$ cat config.mk
export PLATFORM = sky130hd
export DESIGN_NAME = cla12_subtractor
export DESIGN_NICKNAME = d
export VERILOG_FILES = /design/src/rtl/cla12_subtractor.sv
export SDC_FILE = /design/constraint.sdc
export NUM_CORES = 1
export LEC_CHECK = 0
export CAP_MARGIN = 25
export CORE_MARGIN = 2
export CORE_UTILIZATION = 50
export DETAILED_ROUTE_END_ITERATION = 12
export GPL_TIMING_DRIVEN = 0
export PLACE_DENSITY = 0.75
export SYNTH_ARGS = -nofsm -noshare
export SYNTH_HDL_FRONTEND = slang
export SYNTH_SLANG_ARGS = --single-unit
$ cat constraint.sdc
create_clock -name clk -period 3.6 [get_ports clk]
set_clock_uncertainty 0.15 [all_clocks]
set_input_delay 1.08 -clock clk [delete_from_list [all_inputs] [get_ports clk]]
set_output_delay 1.08 -clock clk [all_outputs]
set_load 0.005 [all_outputs]
$ cat src/rtl/cla12_subtractor.sv
// 12-bit subtractor D = A - B - Bin built from three 4-bit carry-lookahead groups.
// Two-stage pipeline with clock enable; group 0 resolves in stage 1, groups 1/2 in stage 2.
module cla12_subtractor (
  input  logic        clk,
  input  logic        rst,
  input  logic        CE,
  input  logic        in_valid,
  input  logic [11:0] A,
  input  logic [11:0] B,
  input  logic        Bin,
  output logic [11:0] D,
  output logic        Bout,
  output logic        out_valid,
  output logic        zero,
  output logic        ovf
);

  function automatic logic [3:0] cla4_sum(input logic [3:0] p, input logic [3:0] g,
                                          input logic c0);
    logic [3:0] c;
    c[0] = c0;
    c[1] = g[0] | (p[0] & c0);
    c[2] = g[1] | (p[1] & g[0]) | (p[1] & p[0] & c0);
    c[3] = g[2] | (p[2] & g[1]) | (p[2] & p[1] & g[0]) | (p[2] & p[1] & p[0] & c0);
    return p ^ c;
  endfunction

  function automatic logic grp_gen(input logic [3:0] p, input logic [3:0] g);
    return g[3] | (p[3] & g[2]) | (p[3] & p[2] & g[1]) | (p[3] & p[2] & p[1] & g[0]);
  endfunction

  // Subtraction as A + ~B + ~Bin: propagate/generate use the inverted subtrahend.
  logic [11:0] w_p;
  logic [11:0] w_g;
  logic        w_cin;
  logic        w_c4;
  logic [3:0]  w_s0;

  assign w_cin = ~Bin;
  assign w_p   = A ^ ~B;
  assign w_g   = A & ~B;
  assign w_s0  = cla4_sum(w_p[3:0], w_g[3:0], w_cin);
  assign w_c4  = grp_gen(w_p[3:0], w_g[3:0]) | ((&w_p[3:0]) & w_cin);

  logic [3:0] r_s0;
  logic       r_c4;
  logic [7:0] r_p;
  logic [7:0] r_g;
  logic       r_a11;
  logic       r_b11;
  logic       r_vld1;

  always_ff @(posedge clk or posedge rst) begin
    if (rst) begin
      r_s0   <= '0;
      r_c4   <= 1'b0;
      r_p    <= '0;
      r_g    <= '0;
      r_a11  <= 1'b0;
      r_b11  <= 1'b0;
      r_vld1 <= 1'b0;
    end else if (CE) begin
      r_s0   <= w_s0;
      r_c4   <= w_c4;
      r_p    <= w_p[11:4];
      r_g    <= w_g[11:4];
      r_a11  <= A[11];
      r_b11  <= B[11];
      r_vld1 <= in_valid;
    end
  end

  // Group carries come straight from the lookahead terms, not from chaining group sums.
  logic        w_gg1;
  logic        w_pg1;
  logic        w_gg2;
  logic        w_pg2;
  logic        w_c8;
  logic        w_c12;
  logic [11:0] w_d;

  assign w_gg1 = grp_gen(r_p[3:0], r_g[3:0]);
  assign w_pg1 = &r_p[3:0];
  assign w_gg2 = grp_gen(r_p[7:4], r_g[7:4]);
  assign w_pg2 = &r_p[7:4];
  assign w_c8  = w_gg1 | (w_pg1 & r_c4);
  assign w_c12 = w_gg2 | (w_pg2 & w_gg1) | (w_pg2 & w_pg1 & r_c4);
  assign w_d   = {cla4_sum(r_p[7:4], r_g[7:4], w_c8),
                  cla4_sum(r_p[3:0], r_g[3:0], r_c4),
                  r_s0};

  always_ff @(posedge clk or posedge rst) begin
    if (rst) begin
      D         <= '0;
      Bout      <= 1'b0;
      zero      <= 1'b0;
      ovf       <= 1'b0;
      out_valid <= 1'b0;
    end else if (CE) begin
      D         <= w_d;
      Bout      <= ~w_c12;
      zero      <= (w_d == 12'd0);
      ovf       <= (r_a11 != r_b11) && (w_d[11] != r_a11);
      out_valid <= r_vld1;
    end
  end

endmodule

* Word level (Yosys, flattened, before mapping)
Cells that the tools add are included.
** Storage, ports and cells
- Bits in registers :: 40
- Output and inout port bits :: 16
** Cells by class
- Equality and inequality tests :: 2
- Bitwise operators :: 86
- Reduce and logical (&&, ||, !) cells :: 5
** Operators by type and width (number)
- 1-bit AND :: 47
- 1-bit OR :: 31
- 12-bit AND :: 1
- 12-bit zero test :: 1
- 12-bit inverter :: 1
- 4-bit AND reduction :: 3
- 12-bit bitwise XOR :: 1
- 4-bit bitwise XOR :: 3
- 1-bit != test :: 2
- 1-bit inverter :: 2
- 1-bit logical AND :: 1

* Depth between registers and ports, before layout
- Depth in word-level cells :: 10
- Depth in mapped cells :: 9

* Worst setup path before layout
OpenSTA, ideal clock, no wires.
- Path type :: reg-to-reg
- Start point :: reg r_p[2]
- End point :: reg zero
- Library setup time :: 0.095 ns
- Arrival time :: 2.379 ns
- Required time :: 3.355 ns
- Slack :: 0.975 ns
- Stages on the path, launching flop included :: 10
- Buffers on the path :: 0
- Clock period less this slack :: 2.625 ns
- Path through :: dfrtp_1 a21o_1 a2bb2oi_1 nand2b_1 ha_1 or4_1 or4_1 nor3_2 nand3b_1 o32ai_2
** On the way
- Elaborated cells between the ends (all ways) :: 26
- Classes of those cells :: bitwise (24); reduce/logical (2)
** RTL lines
- start, declared :: line 47 : logic [7:0] r_p;
- start signal, assigned :: line 65 : r_p <= w_p[11:4];
- 1-bit AND (2 in series) :: line 29 : return g[3] | (p[3] & g[2]) | (p[3] & p[2] & g[1]) | (p[3] & p[2] & p[1] & g[0]);
- 1-bit OR or 1-bit AND (tied branches) :: line 29
- 1-bit OR :: line 29
- 1-bit OR (*) :: line 86 : assign w_c8 = w_gg1 | (w_pg1 & r_c4);
- 4-bit bitwise XOR (*) :: line 25 : return p ^ c;
- named net w_d[8] :: line 80 : logic [11:0] w_d;
- 12-bit zero test (*) :: line 102 : zero <= (w_d == 12'd0);
- end signal, assigned :: line 102
- end, declared :: line 14 : output logic zero,
Mark *: on every way through the listed nets, which the timed path passes. The rest lies on a longest branch.
A chain may end at the register's enable or synchronous reset.

* Final worst setup path
- Start point :: in CE
- End point :: reg r_g[0]
** RTL lines
- start, declared :: line 6 : input logic CE,
- end signal, assigned :: line 66 : r_g <= w_g[11:4];
- end, declared :: line 48 : logic [7:0] r_g;
No word-level cell between the ends.

==> impl_metrics.ini <==
[drt]
ant_nets = 0
wire_per_inst_um = 14.5
vias = 1433
routed.top_layer = met4
dr.pass1.iters = 4
m1WireLength_um = 1620
totalWireLength_um = 3920
drtIter0Drc = 116
wl_met3_um = 192
vias_per_cell = 5.29
drc = 0
wl_met2_um = 2060

[finish]
area_delta_synth_final_pct = 30.1
multi_input_area_um2 = 948
nNetsFinal = 264
fill_cells = 314
design_area_um2 = 2640
diodes = 0
layout-drive-gt1-share = 0.204
ff_latch_area_um2 = 1000

[synthesis]
synth_top_area_cell = dfrtp_1
synthSimpleGateAreaFrac = 0.0845
synth_compound_area_frac = 0.0777
synth_top_family_by_area = multiplexers
syn_inst = 169
synth.distinct_cells = 35
synth_xor_area_frac = 0.0259
ys_warn_count = 0
avgSynthCellArea_um2 = 12.0
syn-cell-area_um2 = 2030
synth_mux_area_frac = 0.183
synthTopCellsByArea = dfrtp_1, mux2_2, ha_1, inv_1, nor2_1
netlist.area_leader.share = 0.494
synth_fa_ha_area_frac = 0.0962
ys_ff_latch = 40
ys_seq_area_frac = 0.494
syn-num-nets = 213

[clock_tree]
clock-sinks = 40
clk_pin_slew_ps = 80
htreeDepth = 2
cts_tree = yes
ctsResizeCount = 0
clk_path_buf_depth = 2
cts_made_buffers = 5
clk_latency_ps = 290
cts_setup_buffers = 0
cts-root-buf = clkbuf_8
holdBufCountCts = 0

[die]
die-area_um2 = 4580
io_pins = 45
die_w_um = 67.7
die_y_um = 67.7
rows = 23
start_util = 0.514
core_region_area_um2 = 3940

[timing]
fin_tns_setup_ps = 0
fin_crit_sh = 0.821
rsz0062_at_grt = no
layout_min_cycle_time_ps = 2960
slew_violations = 0
tightestPinTransition_ps = 821
max_freq_mhz = 338
max_slew_margin = 0.452
setup_viol = 0
hold_viol = 0

[critical_path]
cp.arrival_ps = 2990
rr_startpoint = r_p[2]$_DFFE_PP0P_
path_max_fanout = 10
cp-end-kind = flop
r2r_end = zero$_DFFE_PP0P_
r2r_setup_slack_ps = 690
startpoint_type = input pin
startpoint = CE
crit_type = input pin to flop
worstRegToRegCells = 9
required_ps = 3630

[grt]
antenna_found_initial = 0
grt_pass1_wl_um = 6630
grt.overflow.total = 0
grt_max_degree = 41
grt.total_usage = 0.197
grt_pass1_vias = 1523

[job]
cap_violations = 0

[status]
outcome = complete, no violations

[worst_hold_path]
min_to = D[0]$_DFFE_PP0P_
worstHoldPathCells = 1
hp-start = D[0]$_DFFE_PP0P_
hp-class = flop to flop

[place]
placed_area_um2 = 2530
routabilityCongestion = 0.743
place_hpwl_um = 3060
portBuffers = 44

[power_and_ir_drop]
p_leak_nw = 1.17
vdd_ir_drop_max_uv = 293
power_density_nw_per_um2 = 492
==> stage by stage <==
stage	cells	hold slack (ps)	power (mW)	setup slack, ps	util
detailed placement	263	342	0.953	310	0.642
global route	271	377	1.37	520	0.669
finish	271	357	1.30	643	0.669
floorplan	169	310	0.766	975	-
global placement	263	328	0.934	344	0.642
CTS	271	362	1.31	622	0.669
==> layout by cell type (no fill, tap or decap), types with 3 or more instances in the layout <==
cell / netlist / routed
inv_1: 16 / 15
mux2_2: 33 / 33
o31ai_1: 3 / 3
xnor2_1: 3 / 3
xor2_1: 3 / 3
clkdlybuf4s50_1: 0 / 44
clkbuf_1: 2 / 3
clkbuf_8: 0 / 5
ha_1: 14 / 14
o21ai_0: 3 / 3
nand2_1: 6 / 6
nand2b_1: 4 / 4
a21oi_1: 4 / 4
dfrtp_1: 40 / 40
nor2_1: 10 / 10
==> worst max-delay path by stage <==
stage	end	depth (start not counted)
4_1_cts	r_g[0]$_DFFE_PP0P_	4
5_1_grt	zero$_DFFE_PP0P_	9
6_report	r_g[0]$_DFFE_PP0P_	4
3_3_place_gp	r_g[0]$_DFFE_PP0P_	4
3_5_place_dp	r_g[1]$_DFFE_PP0P_	4
2_1_floorplan	zero$_DFFE_PP0P_	9
==> flip-flops by register name (all words and copies together), names as in the netlist <==
name       flops
zero           1
out_valid      1
r_a11          1
r_vld1         1
r_g            8
r_c4           1
D             12
r_p            8
r_b11          1
r_s0           4
ovf            1
Bout           1
==> layout make-up <==
cell class | instances | area share
flip-flops and latches | 40 | 0.379
clock inverters | 2 | 0.0133
well taps | 50 | 0.0237
clock buffers | 6 | 0.0275
repair buffers | 44 | 0.167
plain buffers | 4 | 0.00569
multi-input cells | 108 | 0.359
inverters | 17 | 0.0242
==> cell usage after synthesis, drive strengths merged <==
library cell and n:
dfrtp 40, mux2 33, inv 16, ha 14, nor2 10, nand2 6, a21oi 4, nand2b 4
a211oi 3, nor3 3, o21ai 3, o31ai 3, xnor2 3, xor2 3, buf 2, clkbuf 2
o21a 2, or3 2, or4 2, a2111oi 1, a21boi 1, a21o 1, a2bb2oi 1, clkinv 1
fa 1, nand3 1, nand3b 1, nand4 1, nor2b 1, nor3b 1, o31a 1, o32ai 1
or2 1
==> metal layers <==
metal | vias to the layer above | track usage
met3 | 6 | 0.0517
met5 | - | 0
met4 | 0 | 0.0612
met2 | 36 | 0.366
met1 | 704 | 0.217
li1 | 687 | -
==> worst max-delay path, cell delays in order <==
cell and delay, ps:
clkdlybuf4s50_1 530, buf_1 460, clkbuf_1 510, mux2_2 400
==> logic make-up (layout without fill, tap and decap cells) <==
| kind of cell | Yosys count | after routing |
|---|---|---|
| simple gates | 33 | 33 |
| fa+ha+maj | 15 | 15 |
| buf+inv | 21 | 73 |
| flops | 40 | 40 |
| compound gates | 21 | 21 |
| xor+xnor | 6 | 6 |
| mux | 33 | 33 |
==> where the power goes <==
part	switching [mW]	leakage (nW)	internal (mW)
clock network	0.152	0.0552	0.206
logic	0.129	0.634	0.218
registers	0.0613	0.480	0.533
total	0.342	1.17	0.957
(Power assumes the default switching activity.)
